[config.mk]
export PLATFORM = sky130hd
export DESIGN_NAME = count_sched
export DESIGN_NICKNAME = d
export VERILOG_FILES = /design/src/rtl/count_sched_pkg.sv /design/src/rtl/count_sched_rr_pick.sv /design/src/rtl/count_sched.sv
export SDC_FILE = /design/constraint.sdc
export NUM_CORES = 1
export LEC_CHECK = 0
export ABC_CLOCK_PERIOD_IN_PS = 6170
export CORE_MARGIN = 3
export CORE_UTILIZATION = 45
export DETAILED_ROUTE_END_ITERATION = 7
export PLACE_DENSITY = 0.83
export SYNTH_ARGS = -nofsm -noshare
export SYNTH_HDL_FRONTEND = slang
export SYNTH_SLANG_ARGS = --single-unit
[constraint.sdc]
create_clock -name cl -period 6.17 [get_ports cl]
set_input_delay 1.5425 -clock cl [delete_from_list [all_inputs] [get_ports cl]]
set_output_delay 1.5425 -clock cl [all_outputs]
set_load 0.01 [all_outputs]
[src/rtl/count_sched_pkg.sv]
// count_sched_pkg: shared state type, default sizes and term slice helper
package count_sched_pkg;
  typedef enum logic [1:0] {IDLE, RUN, DONE} state_t;
  localparam int NREQ_D = 4;
  localparam int CW_D = 3;
  function automatic logic [7:0] term_slice(input logic [63:0] t, input int i, input int w);
    return 8'((t >> (i * w)) & ((64'd1 << w) - 64'd1));
  endfunction
endpackage

[src/rtl/count_sched_rr_pick.sv]
// rr_pick: round-robin pick of the first set req bit at or after ptr
module rr_pick #(
  parameter int NREQ = 4,
  parameter int IW = 2
) (
  input  logic [NREQ-1:0] req,
  input  logic [IW-1:0]   ptr,
  output logic [NREQ-1:0] pick,
  output logic [IW-1:0]   idx
);
  logic [2*NREQ-1:0] dbl;
  logic [NREQ-1:0] rot;
  logic [IW:0] k, sum;
  always_comb begin
    dbl = {req, req} >> ptr;
    rot = dbl[NREQ-1:0];
    k = '0;
    for (int i = NREQ - 1; i >= 0; i--) k = rot[i] ? (IW+1)'(i) : k;
    sum = k + {1'b0, ptr};
    idx = (sum >= (IW+1)'(NREQ)) ? IW'(sum - (IW+1)'(NREQ)) : sum[IW-1:0];
    pick = (|req) ? (NREQ'(1) << idx) : '0;
  end
endmodule

[src/rtl/count_sched.sv]
// count_sched: round-robin owner of a shared counter, one run to term per grant
module count_sched
  import count_sched_pkg::*;
#(
  parameter int NREQ = NREQ_D,
  parameter int CW = CW_D
) (
  input  logic              cl,
  input  logic              r,
  input  logic [NREQ-1:0]   req,
  input  logic [NREQ*CW-1:0] term,
  output logic [NREQ-1:0]   gnt,
  output logic [CW-1:0]     cnt,
  output logic              cnt_vld,
  output logic [NREQ-1:0]   done,
  output logic              busy
);
  localparam int IW = (NREQ > 1) ? $clog2(NREQ) : 1;
  state_t st;
  logic [IW-1:0] ptr, own, pidx, nxt;
  logic [NREQ-1:0] pick;
  logic [CW-1:0] tl, tsel;
  logic armed;
  rr_pick #(.NREQ(NREQ), .IW(IW)) u_pick (.req(req), .ptr(ptr), .pick(pick), .idx(pidx));
  assign tsel = CW'(term_slice(64'(term), int'(pidx), CW));
  assign nxt = (own == IW'(NREQ - 1)) ? '0 : own + 1'b1;
  // armed holds off grants until the second edge after reset release
  always_ff @(posedge cl or posedge r) begin
    if (r) begin
      st <= IDLE;
      gnt <= '0;
      cnt <= '0;
      cnt_vld <= 1'b0;
      done <= '0;
      busy <= 1'b0;
      ptr <= '0;
      own <= '0;
      tl <= '0;
      armed <= 1'b0;
    end else begin
      armed <= 1'b1;
      done <= '0;
      case (st)
        IDLE: if (armed && |req) begin
          st <= RUN;
          gnt <= pick;
          own <= pidx;
          tl <= tsel;
          cnt <= '0;
          cnt_vld <= 1'b1;
          busy <= 1'b1;
        end
        RUN: if (!req[own]) begin
          st <= IDLE;
          gnt <= '0;
          cnt <= '0;
          cnt_vld <= 1'b0;
          busy <= 1'b0;
          ptr <= nxt;
        end else if (cnt == tl) begin
          st <= DONE;
          done <= gnt;
          gnt <= '0;
          cnt <= '0;
          cnt_vld <= 1'b0;
          ptr <= nxt;
        end else cnt <= cnt + 1'b1;
        default: begin
          st <= IDLE;
          busy <= 1'b0;
        end
      endcase
    end
  end
endmodule

== Word level (Yosys, flattened, before mapping) ==
Cells that the tools add are included.
Operators by class
  add/sub/neg operators: 4
  multipliers: 1
  order comparisons: 2
  equality and inequality tests: 7
  shifts and indexed selects: 3
  muxes and demuxes: 32
  reductions and logical operators: 10
Operators with widths (number)
  $mux 4: 7
  $mux 3: 6
  $mux 2: 8
  $shr 12x4->3: 1
  $reduce_and 2->1: 5
  $pmux 4 s2: 1
  $shr 8x2->4: 1
  $pmux 3 s2: 1
  $mux 1: 5
  $mul 2x2->4 const B: 1
  $ne 2x2->1 const B: 2
  $pmux 1 s2: 2
  $pmux 2 s2: 1
  $reduce_or 4->1: 1
  $shl 1x2->4 const A: 1
  $add 3x1->3 const B: 1
  $add 3x2->3: 1
  $eq 3x3->1: 1
  $ge 3x3->1 const B: 1
  $lt 2x3->1 const B: 1
  $ne 3x3->1 const B: 1
  $reduce_and 3->1: 1
  $add 2x1->2 const B: 1
  $bmux 1 s2: 1
  7 further kinds: 7
Word-level totals
  register bits: 23
  bits of input ports: 18
  output and inout port bits: 13

== Depth between registers and ports, before layout ==
  word-level depth: 12
  depth in mapped cells: 12

== Cells and area by module ==
A second synthesis with hierarchy kept.
Second synthesis, totals
  cells, all modules: 117
  area, all modules: 1368.8 um^2
Modules (own cells, without submodules)
  count_sched: instances 1, cells each 79, area an instance 1108.6 um^2, seq. area each 575.6 um^2
  rr_pick: instances 1, cells each 38, area an instance 260.2 um^2, seq. area each 0.0 um^2

== Worst setup path after synthesis ==
No wires, ideal clock.
  kind: input to register
  from: in req[2]
  to: reg tl[1]
  setup time: 140 ps
  arrival time: 3235 ps
  data required time: 6030 ps
  path slack: 2796 ps
  stages on the path: 12
  path buffers: 2
  path through: buf_2 nand2_1 a21oi_1 nor2_1 a211oi_1 a21oi_1 ha_1 buf_1 mux2i_1 nor2_1 o21ai_0 o311ai_2
On the way
  word-level cells in the longest chain between the ends: 10
  elaborated cells on any way between the ends: 14
  those cells by class: 2 x add/sub; 1 x mul; 1 x order compare; 2 x shift; 5 x mux; 3 x reduce/logical
Ends and longest elaborated chain
  start: declaration: RTL line count_sched.sv:10  | input logic [NREQ-1:0] req,
  $shr 8x2->4 (*): RTL line count_sched_rr_pick.sv:15  | dbl = {req, req} >> ptr;
  $mux 2: RTL line count_sched_rr_pick.sv:18  | for (int i = NREQ - 1; i >= 0; i--) k = rot[i] ? (IW+1)'(i) : k;
  $mux 3 (2 in series): RTL line count_sched_rr_pick.sv:18
  $mux 3 (*): RTL line count_sched_rr_pick.sv:18
  $add 3x2->3 (*): RTL line count_sched_rr_pick.sv:19  | sum = k + {1'b0, ptr};
  $ge 3x3->1 / $sub 2x1->2 (equally long branches): RTL line count_sched_rr_pick.sv:20  | idx = (sum >= (IW+1)'(NREQ)) ? IW'(sum - (IW+1)'(NREQ)) : sum[IW-1:0];
  $mux 2 (*): RTL line count_sched_rr_pick.sv:20
  net pidx[0]: RTL line count_sched.sv:20  | logic [IW-1:0] ptr, own, pidx, nxt;
  $mul 2x2->4 (*): RTL line count_sched_pkg.sv:7  | return 8'((t >> (i * w)) & ((64'd1 << w) - 64'd1));
  $shr 12x4->3 (*): RTL line count_sched_pkg.sv:7
  end signal: assignment: RTL line count_sched.sv:48  | tl <= tsel;
  end: declaration: RTL line count_sched.sv:22  | logic [CW-1:0] tl, tsel;
The timed path passes the listed nets; every way through them passes the cells marked *.
A chain may end at the register's enable or synchronous reset.

== Worst setup path after layout ==
  from: in req[1]
  to: reg gnt[0]
On the way
  word-level cells in the longest chain between the ends: 12
  elaborated cells on any way between the ends: 21
  those cells by class: 2 x add/sub; 1 x order compare; 2 x eq/ne; 2 x shift; 11 x mux; 3 x reduce/logical
Ends and longest elaborated chain
  $shr 8x2->4 (*): RTL line count_sched_rr_pick.sv:15
  $mux 2: RTL line count_sched_rr_pick.sv:18
  $mux 3 (2 in series): RTL line count_sched_rr_pick.sv:18
  $mux 3 (*): RTL line count_sched_rr_pick.sv:18
  $add 3x2->3 (*): RTL line count_sched_rr_pick.sv:19
  $ge 3x3->1 / $sub 2x1->2 (equally long branches): RTL line count_sched_rr_pick.sv:20
  $mux 2 (*): RTL line count_sched_rr_pick.sv:20
  net pidx[0]: RTL line count_sched.sv:20
  $shl 1x2->4 (*): RTL line count_sched_rr_pick.sv:21  | pick = (|req) ? (NREQ'(1) << idx) : '0;
  $mux 4 (*): RTL line count_sched_rr_pick.sv:21
  $mux 4 (*): RTL line count_sched.sv:44  | IDLE: if (armed && |req) begin
  $pmux 4 s2 (*): RTL line count_sched.sv:43  | case (st)
  end signal: assignment: RTL line count_sched.sv:46  | gnt <= pick;
  end: declaration: RTL line count_sched.sv:12  | output logic [NREQ-1:0] gnt,
The timed path passes the listed nets; every way through them passes the cells marked *. The select of a mux whose other input is x is not followed.

==> results.toml <==
[outcome]
status = "finished clean"

[logic_synthesis]
yosys_most_used_dff = "dfrtp_1"
synthesis.area_sq_um = 1350
netlist_instances = 134
synth_enable_flop_cells = 0
synth_seq_cells = 23
ys_warn_count = 0
synth_top_area_share_pct = 42.5
ys_seq_area_share_pct = 42.5
yosysTopAreaCell = "dfrtp_1"
yosys.cell_types.count = 42
synth.area.top_cells = "dfrtp_1 43%, nand2_1 5.0%, mux2i_1 4.4%, o311ai_2 3.6%, o21ai_0 3.3%"
synth_async_sr_flop_share_pct = 100
avgSynthCellArea_sq_um = 10.1
syn_nets = 155

[clocking]
clkTransAtPathRegs_ns = 0.12
clk_path_buf_depth = 2
htreeDepth = 1
cts_tree = "done"
clk-insertion-delay-late_ns = 0.30
holdBufCountCts = 0
ctsResizeCount = 0
cts_setup_buffers = 0
clkSinkCount = 23
cts_buffers = 3
cts-root-buf = "clkbuf_4"

[timing]
rsz0062_at_grt = "no"
fin_tns_setup_ns = 0
finalHoldViolCount = 0
min_period_over_period_pct = 59.9
tightest_slew_ns = 0.822
slew_violations = 0
slew_headroom_pct = 45.2
finalSetupViolCount = 0
fin_crit_ns = 3.70
fmax_mhz = 270
fin_skew_ns = 0.00155

[job]
cap_violations = 0

[placed_design]
routabilityCongestion = 0.813
place_hpwl_um = 2060
io_buffers = 30
dpl_cell_area_sq_um = 1650

[finish]
finalNetCount = 184
most-common-layout-cells = "30 x clkdlybuf4s50_1, 23 x dfrtp_1, 18 x nand2_1"
area_delta_synth_final_pct = 23.8
insertedDiodeCount = 0
final_core_util_pct = 59.8
final_common_cell = "clkdlybuf4s50_1"
drive_gt1_share_pct = 10.5
fin_area_sq_um = 1680

[power]
power_frac_seq_pct = 34.5
combinationalPowerShare_pct = 56.1
clockPowerShare_pct = 9.4
ir_drop_uv = 206
sw_frac_of_total_pct = 43.0
finalPower_uw = 722
power_switching_uw = 311
p_int_uw = 412
powerDensity_nw_per_um2 = 431
power_leakage_nw = 0.745

[grt]
antenna_found_initial = 0
grt_pass1_wl_um = 4110
grt_usage_pct = 14.6
grt_max_degree = 24
grt_pass1_vias = 922
grt-ovfl-total = 0

[die]
die_h_um = 60.9
fp.dieArea_sq_um = 3700
num_rows = 19
ios = 31
start_util_pct = 48.3
die_w_um = 60.9
core_sq_um = 2810

[routing]
drc_errors = 0
wl_per_cell_um = 13.2
vias = 1060
detail_route.vias_per_cell = 5.49
ant_nets = 0
first_pass_iters = 4
drtIter0Drc = 52
drt_wl_total_um = 2540

[critical_path]
critPathBufInv = 2
required_ns = 6.38
crit_family = "buffers and inverters"
cp-start-kind = "primary input"
critPathKind = "in2reg"
endpoint_kind = "flip-flop"
cp_max_fo = 10
crit_path_max_incr_delay_ns = 0.68
cp_common_cell = "a21oi_1"
cp_cell_sequence = "clkdlybuf4s50_1 > inv_1 > o21ai_0 > a21oi_1 > a21oi_1 > a21oi_1 > ha_1 > or3_1 > o31ai_1"
slowest_stage = "clkdlybuf4s50_1"
critPathArrivalTime_ns = 3.91

[hold_path]
hold_class = "reg2reg"
[Yosys cell counts (2+ instances only)]
cell type	count
inv_1	4
nor3_1	3
nor2b_1	4
o311ai_2	3
a21oi_1	6
dfrtp_1	23
and3b_1	2
xor2_1	3
o21ai_0	9
o21ai_1	2
nor2_1	10
buf_6	2
and2_1	4
mux2i_1	6
buf_2	2
o31ai_1	4
nor3b_1	2
ha_1	3
or3_1	2
nand2_1	18
[final timing paths]
| check | start | to | slack [ns] | depth (start not counted) |
|---|---|---|---|---|
| max | req[1] | gnt[0]$_DFFE_PP0P_ | 2.47 | 9 |
| min | cnt_vld$_DFFE_PP0P_ | cnt_vld$_DFFE_PP0P_ | 0.49 | 2 |
| max reg2reg | ptr[1]$_DFFE_PP0P_ | gnt[0]$_DFFE_PP0P_ | 3.82 | 8 |
| min reg2reg | cnt_vld$_DFFE_PP0P_ | cnt_vld$_DFFE_PP0P_ | 0.49 | 2 |
| max in group asynchronous | r | st[0]$_DFFE_PP0P_ | 3.98 | 2 |
| min in group asynchronous | r | cnt[2]$_DFFE_PP0P_ | 1.68 | 2 |
[registers in the layout (all words and copies together) (netlist names)]
signal   count
armed        1
busy         1
cnt          3
cnt_vld      1
done         4
gnt          4
own          2
ptr          2
st           2
tl           3
[through the flow]
stage	instances	hold slack, ns	setup WS [ns]
floorplan	134	0.462	2.80
global placement	189	0.460	2.22
detailed placement	189	0.468	2.15
CTS	193	0.497	2.47
global route	193	0.537	2.27
finish	193	0.493	2.47
[power groups by stage]
stage / Sequential (mW) / Clock, mW / Combinational [mW]
2_1_floorplan: 0.242 / 0 / 0.319
3_3_place_gp: 0.248 / 0 / 0.394
3_5_place_dp: 0.253 / 0 / 0.408
4_1_cts: 0.249 / 0.0700 / 0.409
5_1_grt: 0.257 / 0.0768 / 0.448
6_report: 0.249 / 0.0679 / 0.405
[logic make-up after synthesis]
kind of cell,count (synthesis),synth area share (%)
mux,8,6.93
flops,23,42.5
xor+xnor,4,2.59
buf+inv,10,4.34
fa+ha+maj,3,2.77
compound gates,34,20.7
other cells,1,0.277
simple gates,51,19.9
[tightest hold or removal path, cell delays in order, from the launching register on]
cell	delay [ns]
dfrtp_1	0.37
nand2_1	0.05
nand2_1	0.05
[final cells by class]
cell class / count / area (sq um)
inverters: 4 / 15.0
multi-input cells: 101 / 719
well taps: 31 / 38.8
flip-flops and latches: 23 / 576
clock inverters: 1 / 5.00
repair buffers: 30 / 300
fillers: 239 / 1130
clock buffers: 3 / 22.5
[routing by layer]
metal / share of wire, % / up-vias / GRT usage [%]
li1: - / 533 / -
met1: 45 / 501 / 19.8
met2: 50 / 24 / 24.6
met3: 4.4 / 2 / 2.34
met4: 0.75 / 0 / 3.41
met5: 0 / - / 0
Note: power is estimated with default switching activity, not from simulation.
